[src/rtl/ysyx_23060303_fetch_unit_if.sv]
// Fetch-unit bus bundle: instruction-memory request/response, decode-side
// instruction handshake, redirect input and halt status.
interface ysyx_23060303_fetch_unit_if #(
  parameter int unsigned PCWIDTH = 32
);
  logic               mem_req_valid;
  logic               mem_req_ready;
  logic [PCWIDTH-1:0] mem_addr;
  logic               mem_rsp_valid;
  logic [31:0]        mem_rsp_data;
  logic               inst_valid;
  logic               inst_ready;
  logic [31:0]        inst;
  logic [PCWIDTH-1:0] pc;
  logic               redirect_valid;
  logic [PCWIDTH-1:0] redirect_pc;
  logic               halted;

  // Fetch unit side
  modport master (
    output mem_req_valid, mem_addr, inst_valid, inst, pc, halted,
    input  mem_req_ready, mem_rsp_valid, mem_rsp_data, inst_ready,
           redirect_valid, redirect_pc
  );

  // Memory / decode / branch-unit side
  modport slave (
    input  mem_req_valid, mem_addr, inst_valid, inst, pc, halted,
    output mem_req_ready, mem_rsp_valid, mem_rsp_data, inst_ready,
           redirect_valid, redirect_pc
  );
endinterface

[src/rtl/ysyx_23060303_fetch_unit.sv]
// Instruction fetch unit: one outstanding memory read, holds the fetched word
// until decode consumes it, supports redirects with in-flight response kill.
// Optional macro YSYX_23060303_EBREAK_HALT_EN: stop fetching after an ebreak
// word is consumed; only reset leaves the halted state.
module ysyx_23060303_fetch_unit #(
  parameter int unsigned        PCWIDTH  = 32,
  parameter logic [PCWIDTH-1:0] RESET_PC = 32'h8000_0000
) (
  input logic                          clk,
  input logic                          rst,
  ysyx_23060303_fetch_unit_if.master   bus
);

`ifdef YSYX_23060303_EBREAK_HALT_EN
  typedef enum logic [2:0] {StIdle, StReq, StWait, StHold, StHalt} state_e;
  localparam logic [31:0] Ebreak = 32'h0010_0073;
`else
  typedef enum logic [2:0] {StIdle, StReq, StWait, StHold} state_e;
`endif

  state_e             state_q, state_d;
  logic [PCWIDTH-1:0] fpc_q, fpc_d;    // fetch PC (next address to request)
  logic               kill_q, kill_d;  // drop the response still in flight
  logic [31:0]        inst_q, inst_d;
  logic [PCWIDTH-1:0] pc_q, pc_d;
  logic               req_valid;
  logic               inst_valid;
  logic [PCWIDTH-1:0] redir_pc;
  logic               unused_redir_lsb;

  assign redir_pc         = {bus.redirect_pc[PCWIDTH-1:2], 2'b00};
  assign unused_redir_lsb = ^bus.redirect_pc[1:0];

  // State register with synchronous reset
  always_ff @(posedge clk) begin
    if (rst) begin
      state_q <= StIdle;
      fpc_q   <= RESET_PC;
      kill_q  <= 1'b0;
      inst_q  <= 32'h0;
      pc_q    <= RESET_PC;
    end else begin
      state_q <= state_d;
      fpc_q   <= fpc_d;
      kill_q  <= kill_d;
      inst_q  <= inst_d;
      pc_q    <= pc_d;
    end
  end

  // Next-state and handshake outputs
  always_comb begin
    state_d    = state_q;
    fpc_d      = fpc_q;
    kill_d     = kill_q;
    inst_d     = inst_q;
    pc_d       = pc_q;
    req_valid  = 1'b0;
    inst_valid = 1'b0;
    unique case (state_q)
      StIdle: state_d = StReq;
      StReq: begin
        req_valid = 1'b1;
        if (bus.redirect_valid) fpc_d = redir_pc;
        if (bus.mem_req_ready) begin
          state_d = StWait;
          // Request already accepted for the old path: its response is stale
          kill_d  = bus.redirect_valid;
        end
      end
      StWait: begin
        if (bus.redirect_valid) fpc_d = redir_pc;
        if (bus.mem_rsp_valid) begin
          kill_d = 1'b0;
          if (kill_q || bus.redirect_valid) begin
            state_d = StReq;
          end else begin
            inst_d  = bus.mem_rsp_data;
            pc_d    = fpc_q;
            state_d = StHold;
          end
        end else if (bus.redirect_valid) begin
          kill_d = 1'b1;
        end
      end
      StHold: begin
        inst_valid = 1'b1;
        // Redirect takes priority over a simultaneous consume
        if (bus.redirect_valid) begin
          fpc_d   = redir_pc;
          state_d = StReq;
        end else if (bus.inst_ready) begin
`ifdef YSYX_23060303_EBREAK_HALT_EN
          if (inst_q == Ebreak) begin
            state_d = StHalt;
          end else begin
            fpc_d   = fpc_q + PCWIDTH'(4);
            state_d = StReq;
          end
`else
          fpc_d   = fpc_q + PCWIDTH'(4);
          state_d = StReq;
`endif
        end
      end
`ifdef YSYX_23060303_EBREAK_HALT_EN
      StHalt: state_d = StHalt;
`endif
      default: state_d = StIdle;
    endcase
  end

  assign bus.mem_req_valid = req_valid;
  assign bus.mem_addr      = {fpc_q[PCWIDTH-1:2], 2'b00};
  assign bus.inst_valid    = inst_valid;
  assign bus.inst          = inst_q;
  assign bus.pc            = pc_q;
`ifdef YSYX_23060303_EBREAK_HALT_EN
  assign bus.halted        = (state_q == StHalt);
`else
  assign bus.halted        = 1'b0;
`endif

endmodule

[src/flat_wrapper.sv]
// flat-port wrapper written by rule: the top's interface ports become plain ports
module ysyx_23060303_fetch_unit_flat 
#(
  parameter int unsigned        PCWIDTH  = 32,
  parameter logic [PCWIDTH-1:0] RESET_PC = 32'h8000_0000
)
  (clk, rst, bus_mem_req_valid, bus_mem_addr, bus_inst_valid, bus_inst, bus_pc, bus_halted, bus_mem_req_ready, bus_mem_rsp_valid, bus_mem_rsp_data, bus_inst_ready, bus_redirect_valid, bus_redirect_pc);
  ysyx_23060303_fetch_unit_if #(.PCWIDTH(PCWIDTH)) bus_i ();
  input logic clk;
  input logic rst;
  output wire logic [$bits(bus_i.mem_req_valid)-1:0] bus_mem_req_valid;
  output wire logic [$bits(bus_i.mem_addr)-1:0] bus_mem_addr;
  output wire logic [$bits(bus_i.inst_valid)-1:0] bus_inst_valid;
  output wire logic [$bits(bus_i.inst)-1:0] bus_inst;
  output wire logic [$bits(bus_i.pc)-1:0] bus_pc;
  output wire logic [$bits(bus_i.halted)-1:0] bus_halted;
  input wire logic [$bits(bus_i.mem_req_ready)-1:0] bus_mem_req_ready;
  input wire logic [$bits(bus_i.mem_rsp_valid)-1:0] bus_mem_rsp_valid;
  input wire logic [$bits(bus_i.mem_rsp_data)-1:0] bus_mem_rsp_data;
  input wire logic [$bits(bus_i.inst_ready)-1:0] bus_inst_ready;
  input wire logic [$bits(bus_i.redirect_valid)-1:0] bus_redirect_valid;
  input wire logic [$bits(bus_i.redirect_pc)-1:0] bus_redirect_pc;
  assign bus_mem_req_valid = bus_i.mem_req_valid;
  assign bus_mem_addr = bus_i.mem_addr;
  assign bus_inst_valid = bus_i.inst_valid;
  assign bus_inst = bus_i.inst;
  assign bus_pc = bus_i.pc;
  assign bus_halted = bus_i.halted;
  assign bus_i.mem_req_ready = bus_mem_req_ready;
  assign bus_i.mem_rsp_valid = bus_mem_rsp_valid;
  assign bus_i.mem_rsp_data = bus_mem_rsp_data;
  assign bus_i.inst_ready = bus_inst_ready;
  assign bus_i.redirect_valid = bus_redirect_valid;
  assign bus_i.redirect_pc = bus_redirect_pc;
  ysyx_23060303_fetch_unit #(.PCWIDTH(PCWIDTH), .RESET_PC(RESET_PC)) u_core (.clk(clk), .rst(rst), .bus(bus_i));
endmodule
[config.mk]
export PLATFORM = sky130hd
export DESIGN_NAME = ysyx_23060303_fetch_unit_flat
export DESIGN_NICKNAME = d
export VERILOG_FILES = /design/src/rtl/ysyx_23060303_fetch_unit_if.sv /design/src/rtl/ysyx_23060303_fetch_unit.sv /design/src/flat_wrapper.sv
export SDC_FILE = /design/constraint.sdc
export NUM_CORES = 1
export LEC_CHECK = 0
export ABC_CLOCK_PERIOD_IN_PS = 6600
export CAP_MARGIN = 20
export CORE_ASPECT_RATIO = 0.8
export CORE_MARGIN = 5
export CORE_UTILIZATION = 48
export CTS_CLUSTER_SIZE = 16
export DETAILED_ROUTE_END_ITERATION = 12
export PLACE_DENSITY_LB_ADDON = 0.1
export SLEW_MARGIN = 10
export SYNTH_ARGS = -nofsm -noshare
export SYNTH_HDL_FRONTEND = slang
export SYNTH_SLANG_ARGS = --single-unit
[constraint.sdc]
create_clock -name clk -period 6.6 [get_ports clk]
set_clock_uncertainty 0.1 [all_clocks]
set_input_delay 0.66 -clock clk [delete_from_list [all_inputs] [get_ports clk]]
set_output_delay 0.66 -clock clk [all_outputs]
set_load 0.1 [all_outputs]
==> metrics.txt, run 1 <==
Remaining DRCs 0; PwrDens 274 nW/µm²; CTS tree yes; Hold Buf Count CTS 0; asr flop ratio synth 0%; Cells after Synth 607; Final Core Density slightly below 70%; highest clock rate 330 MHz; Initial Utilization roughly half; Detailed Place HPWL ~10000 µm; GP Congestion ~0.85; Syn-to-layout area delta 42.3%; vias in the first global route approximately 4600; Worst Tran Pin Value just over 1 ns; CORE AREA 9490 µm²; worst-path maximum fanout 25; Max VDD drop roughly 0.00014 V; Routed WL per cell roughly 17 µm; Clock transition at path regs around 0.07 ns; delay-heaviest family, CP simple AND/OR/NAND/NOR gates; CP max stage delay approximately 0.76 ns; CP Depth 5; Int Pwr about 1.1 mW; Seq pwr share a little under two fifths; grt met2 use a little under two fifths; Post-synth EDFFs 0; grt ovf 0; CTS resizes 0; GR Layer Usage met1 approximately 34%; die width around 120 µm; commonest non-fill, non-tap cells in the layout 160 x clkdlybuf4s50_1, 153 x nand2_1, 95 x dfxtp_1; antenna viol nets, final 0; Tightest Hold Check Type reg2reg; CP max stage cell or3_1; clock share of power 29.6%; GRT Max-Usage Layer met2; Die Ht 97.5 µm; first-pass GRT wire length around 24000 µm; Total GRT Usage between 20% and 30%; largest net degree at the start of global routing 62; leak pwr about 2.2 nW; Switching Fraction around two fifths; clock sink count 95; IO buf count roughly 160; clock buffer depth 2; crit path launch type input pin; later-pin clock latency in the skew report between 0.3 and 0.4 ns; vias per cell slightly below 6; post-synthesis cell area between 4000 and 5000 µm²; pre-CTS setup slack roughly 3.3 ns; layout cells sized above 1 about 5.7%; Inserted Diodes 0; Critical Path End Type flip-flop; outcome completed; top-level I/O count approximately 170; Post-Route WL between 10000 and 15000 µm; CP arrival around 3.2 ns; fin. max-slew vios 0; Avg Synthesized Cell Area between 7 and 8 µm²; commonest non-fill, non-tap cell in the layout clkdlybuf4s50_1; RSZ-0062 raised after global routing no; Crit path buffers/inverters 1; Critical Path RT 6.76 ns; Comb pwr share 32.0%; post-CTS setup buffers 0; Ys Warns 0; GR Util met3 approximately 7.3%; Slew HR between 30% and 40%; antenna violations before repair 0; H-tree Lvls 3; hold path depth 2; Hold Fails Final Rpt 0; Main synth FF type dfxtp_1; FF+latch count, synth 95; Netlist cell types 63; critical path, cell by cell clkdlybuf4s50_1 > nor3b_1 > or3_1 > or4_1 > a211oi_1; Die ar. 11600 µm²; via count ~5000; DRT iter0 DRCs 543; Worst R2R Path Depth 6; Seq/Total Area, Yosys approximately two fifths; clock root buffer clkbuf_16; cts bufs inserted 9; Final setup viols 0; total power approximately 1.8 mW; net count reported at finish 812; setup_tns 0 ns; FP Rows 32; fin worst setup slack roughly 3.6 ns; sw power 0.722 mW; Period minus WS final slightly above 3 ns; Crit Path Class in2reg; max cap viols 0; period utilization a little under half; DR pass1 iterations 5
-- power by group through the flow --
stage / Sequential (mW) / Clock [mW] / Combinational, mW
2_1_floorplan: 0.914 / 0 / 0.187
3_3_place_gp: 0.696 / 0 / 0.559
3_5_place_dp: 0.697 / 0 / 0.567
4_1_cts: 0.685 / 0.540 / 0.569
5_1_grt: 0.694 / 0.564 / 0.599
6_report: 0.688 / 0.530 / 0.573
-- sequential cells by signal (all words and copies together), names as in the netlist --
name             count
u_core.bus.pc       30
u_core.fpc_q        30
u_core.kill_q        1
u_core.state_q       2
u_core.bus.inst     32
-- cell usage after synthesis, types with 2 or more instances --
cell type,instances,area share [%]
buf_1,3,0.25
o21ai_0,12,1.3
and3_1,7,0.95
nor3_1,11,1.2
a21o_1,2,0.33
a2111oi_0,2,0.38
buf_4,5,0.82
a211o_1,3,0.57
a311oi_1,3,0.57
nand4_1,19,2.6
and2_1,7,0.95
buf_2,2,0.22
a22oi_1,4,0.65
a221oi_1,2,0.38
nor4_1,11,1.5
ha_1,6,1.6
nand2_1,153,12
nand3_1,10,1.1
or3_1,5,0.68
clkbuf_1,43,3.5
dfxtp_1,95,41
nor2_1,22,1.8
nand2b_1,4,0.54
o31a_1,3,0.57
a31o_2,2,0.38
a31oi_1,6,0.82
or2_2,3,0.41
a211oi_1,3,0.49
o32ai_1,6,1.1
o31ai_1,2,0.33
mux2_2,2,0.49
and4_2,2,0.44
o221ai_1,2,0.38
a21oi_1,87,9.5
or4_1,6,0.98
inv_1,13,1.1
o211ai_1,4,0.65
nor2b_1,4,0.54
nor3b_1,2,0.33
nor4b_1,5,0.95
and4_1,2,0.38
-- cell type report --
class,instances,area (µm²)
clock buffers,10,229
clock inverters,6,81.3
fillers,789,2950
well taps,119,149
flip-flops and latches,95,1900
multi-input cells,447,2430
repair buffers,169,1690
inverters,14,52.6
-- path summary, 6_finish.rpt --
check / start / endpoint / slack, ns
hold reg to reg: u_core.bus.inst[10] / u_core.bus.inst[10] / 0.35
setup reg to reg: u_core.state_q[0] / u_core.fpc_q[24] / 3.73
hold / removal: u_core.bus.inst[10] / u_core.bus.inst[10] / 0.35
setup / recovery: bus_redirect_valid / u_core.fpc_q[24] / 3.57
-- cells by family (layout without fill, tap and decap cells) --
| kind of cell | count (synthesis) | after routing | synth area share (%) |
|---|---|---|---|
| compound gates | 154 | 154 | 20.6 |
| fa+ha+maj | 6 | 6 | 1.63 |
| buf+inv | 69 | 199 | 6.29 |
| flops | 95 | 95 | 41.4 |
| mux | 3 | 3 | 0.708 |
| other cells | 1 | 5 | 0.0816 |
| simple gates | 279 | 279 | 29.3 |
-- per-stage QoR --
step	instance area [µm²]	hold slack, ns	instances
global route	6540	0.373	860
detailed placement	6190	0.347	842
floorplan	4610	0.405	611
global placement	6190	0.341	842
CTS	6500	0.356	858
finish	6540	0.354	860
-- per-layer routing --
layer	wire length [µm]	vias to the layer above
met5	0	-
met4	154	0
met3	1430	18
met2	6770	264
met1	6550	2297
li1	-	2408
-- worst min-delay path, delay by kind of cell (launching register included) --
| kind | cells | cell delay, ns |
|---|---|---|
| AND/OR/NAND/NOR | 1 | 0.05 |
| flip-flops | 1 | 0.31 |
| AO/OA/AOI/OAI | 1 | 0.05 |
Power figures use the tool's default switching activity.
==> inputs of run 2 (changes only) <==
--- a/config.mk
+++ b/config.mk
@@ -5,11 +5,11 @@
 export SDC_FILE = /design/constraint.sdc
 export NUM_CORES = 1
 export LEC_CHECK = 0
-export ABC_CLOCK_PERIOD_IN_PS = 6600
+export ABC_CLOCK_PERIOD_IN_PS = 2700
 export CAP_MARGIN = 20
 export CORE_ASPECT_RATIO = 0.8
 export CORE_MARGIN = 5
-export CORE_UTILIZATION = 48
+export CORE_UTILIZATION = 40
 export CTS_CLUSTER_SIZE = 16
 export DETAILED_ROUTE_END_ITERATION = 12
 export PLACE_DENSITY_LB_ADDON = 0.1
==> constraint.sdc (replaced) <==
create_clock -name clk -period 2.7 [get_ports clk]
set_clock_uncertainty 0.1 [all_clocks]
set_input_delay 0.27 -clock clk [delete_from_list [all_inputs] [get_ports clk]]
set_output_delay 0.27 -clock clk [all_outputs]
set_load 0.1 [all_outputs]
==> run 2 against run 1 <==
Net effect:
- flip-flop and latch count unchanged
- largest cell class unchanged
- global-route usage decreased by 4.0 points
- critical endpoint unchanged
- die area increased by 18%
- clock power increased by 150%
- cell count increased by 4.9%
- utilization decreased by 12 points
- first-iteration DRC count decreased by 32%
- final area decreased by 0.96%
- highest routed layer unchanged
==> metrics.txt, run 2 (same netlist as run 1, synthesis figures left out) <==
outcome completed; Routed WL per cell 16.4 µm; first-pass GRT wire length around 23000 µm; Total GRT Usage around a fifth; antenna violations before repair 0; clock sink count between 90 and 100; PwrDens approximately 680 nW/µm²; Hold Buf Count CTS 0; Critical Path RT ~2.8 ns; Crit Path Class reg2reg; largest net degree at the start of global routing 67; DRT iter0 DRCs around 370; max reg flops 32; layout cells sized above 1 a little over a fifth; H-tree Lvls 3; vias in the first global route about 4400; clock buffer depth 2; register area 1920 µm²; Post-Route WL approximately 15000 µm; antenna viol nets, final 0; crit path launch type flip-flop; max cap viols 0; CP arrival 2.70 ns; net count reported at finish 825; Inserted Diodes 0; DR pass1 iterations 5; Die ar. 13700 µm²; Clock transition at path regs 0.07 ns; Tightest Hold Check Type in2reg; worst-path maximum fanout 11; top-level I/O count around 170; fin. max-slew vios 0; Remaining DRCs 0; die width about 130 µm; Critical Path End Type flip-flop; RSZ-0062 raised after global routing no; Setup crit start u_core.fpc_q[2]; Initial Utilization around 40%; highest clock rate 390 MHz; CTS resizes 0; GP Congestion slightly below 0.9; commonest non-fill, non-tap cells in the layout 153 x nand2_1, 111 x buf_4, 87 x a21oi_1; Hold Startpoint rst; commonest non-fill, non-tap cell in the layout nand2_1; later-pin clock latency in the skew report ~0.34 ns; Layout fillers roughly 1000; area of the multi-input gates 2430 µm²; via count 4887; fin worst setup slack 0.138 ns; cts bufs inserted 9; Detailed Place HPWL approximately 11000 µm; reg2reg start u_core.fpc_q[2]; IO buf count roughly 160; Slew HR 48.6%; Max VDD drop between 0.0004 and 0.0005 V; grt ovf 0; pre-CTS setup slack between 0.2 and 0.25 ns; post-CTS setup buffers 0; FP Rows 35; clock root buffer clkbuf_16; period utilization between 90% and 100%; vias per cell 5.42; Die Ht about 110 µm; setup_tns 0 ns; leak pwr 2.46 nW; CTS tree yes; Worst Tran Pin Value between 0.7 and 0.8 ns; Syn-to-layout area delta 40.9%; CORE AREA approximately 11000 µm²; Hold Fails Final Rpt 0; Final setup viols 0; Period minus WS final ~2.6 ns
[run 2: cell types whose count changed in the layout (fill, tap and decap cells not counted), moves of 2 or more]
cell	change
buf_4	+105
clkdlybuf4s50_1	-94
buf_12	+2
dfxtp_1	-13
dfxtp_2	+13
[run 2: final cells by class]
type	count	share of cell area (%)
Timing Repair Buffer	182	24.4
Multi-Input combinational cell	447	37.6
Clock inverter	7	1.24
Inverter	14	0.812
Clock buffer	9	3.48
Sequential cell	95	29.6
Tap cell	148	2.86
[run 2: final timing paths]
kind	to	slack, ns	depth (start not counted)
setup / recovery	u_core.fpc_q[24]	0.14	5
hold / removal	u_core.fpc_q[24]	0.11	2
setup reg to reg	u_core.fpc_q[24]	0.14	5
hold reg to reg	u_core.bus.inst[23]	0.35	2
[run 2: critical path: stages, from the launching register on]
cell and delay (ns):
dfxtp_2 0.40, ha_1 0.29, nand4_4 0.19, or4_4 0.66
or4_1 0.53, a211oi_1 0.28
[run 2: power breakdown]
| part | leakage, nW | total [mW] | switching (mW) | internal (mW) |
|---|---|---|---|---|
| Sequential | 0.777 | 1.67 | 0.168 | 1.50 |
| Clock | 0.148 | 1.30 | 0.572 | 0.730 |
| Combinational | 1.53 | 1.44 | 1.04 | 0.393 |
[run 2: layer usage]
layer,up-vias,global-route usage [%],part of all wire [%]
li1,2428,-,-
met1,2204,30.1,46
met2,232,30.8,44
met4,0,4.97,1.4
met3,23,4.66,9.1
met5,-,0,0
[run 2: metrics by stage]
step	hold WS (ns)	instance area [µm²]	utilization, %	std cells	power (mW)
after floorplan	0.306	4630	-	611	2.70
after global placement	0.342	6170	54.2	886	3.11
after detailed placement	0.348	6170	54.2	886	3.13
after CTS	0.0904	6470	56.9	902	4.44
after global routing	0.0921	6470	56.9	902	4.58
final	0.114	6470	56.9	902	4.41
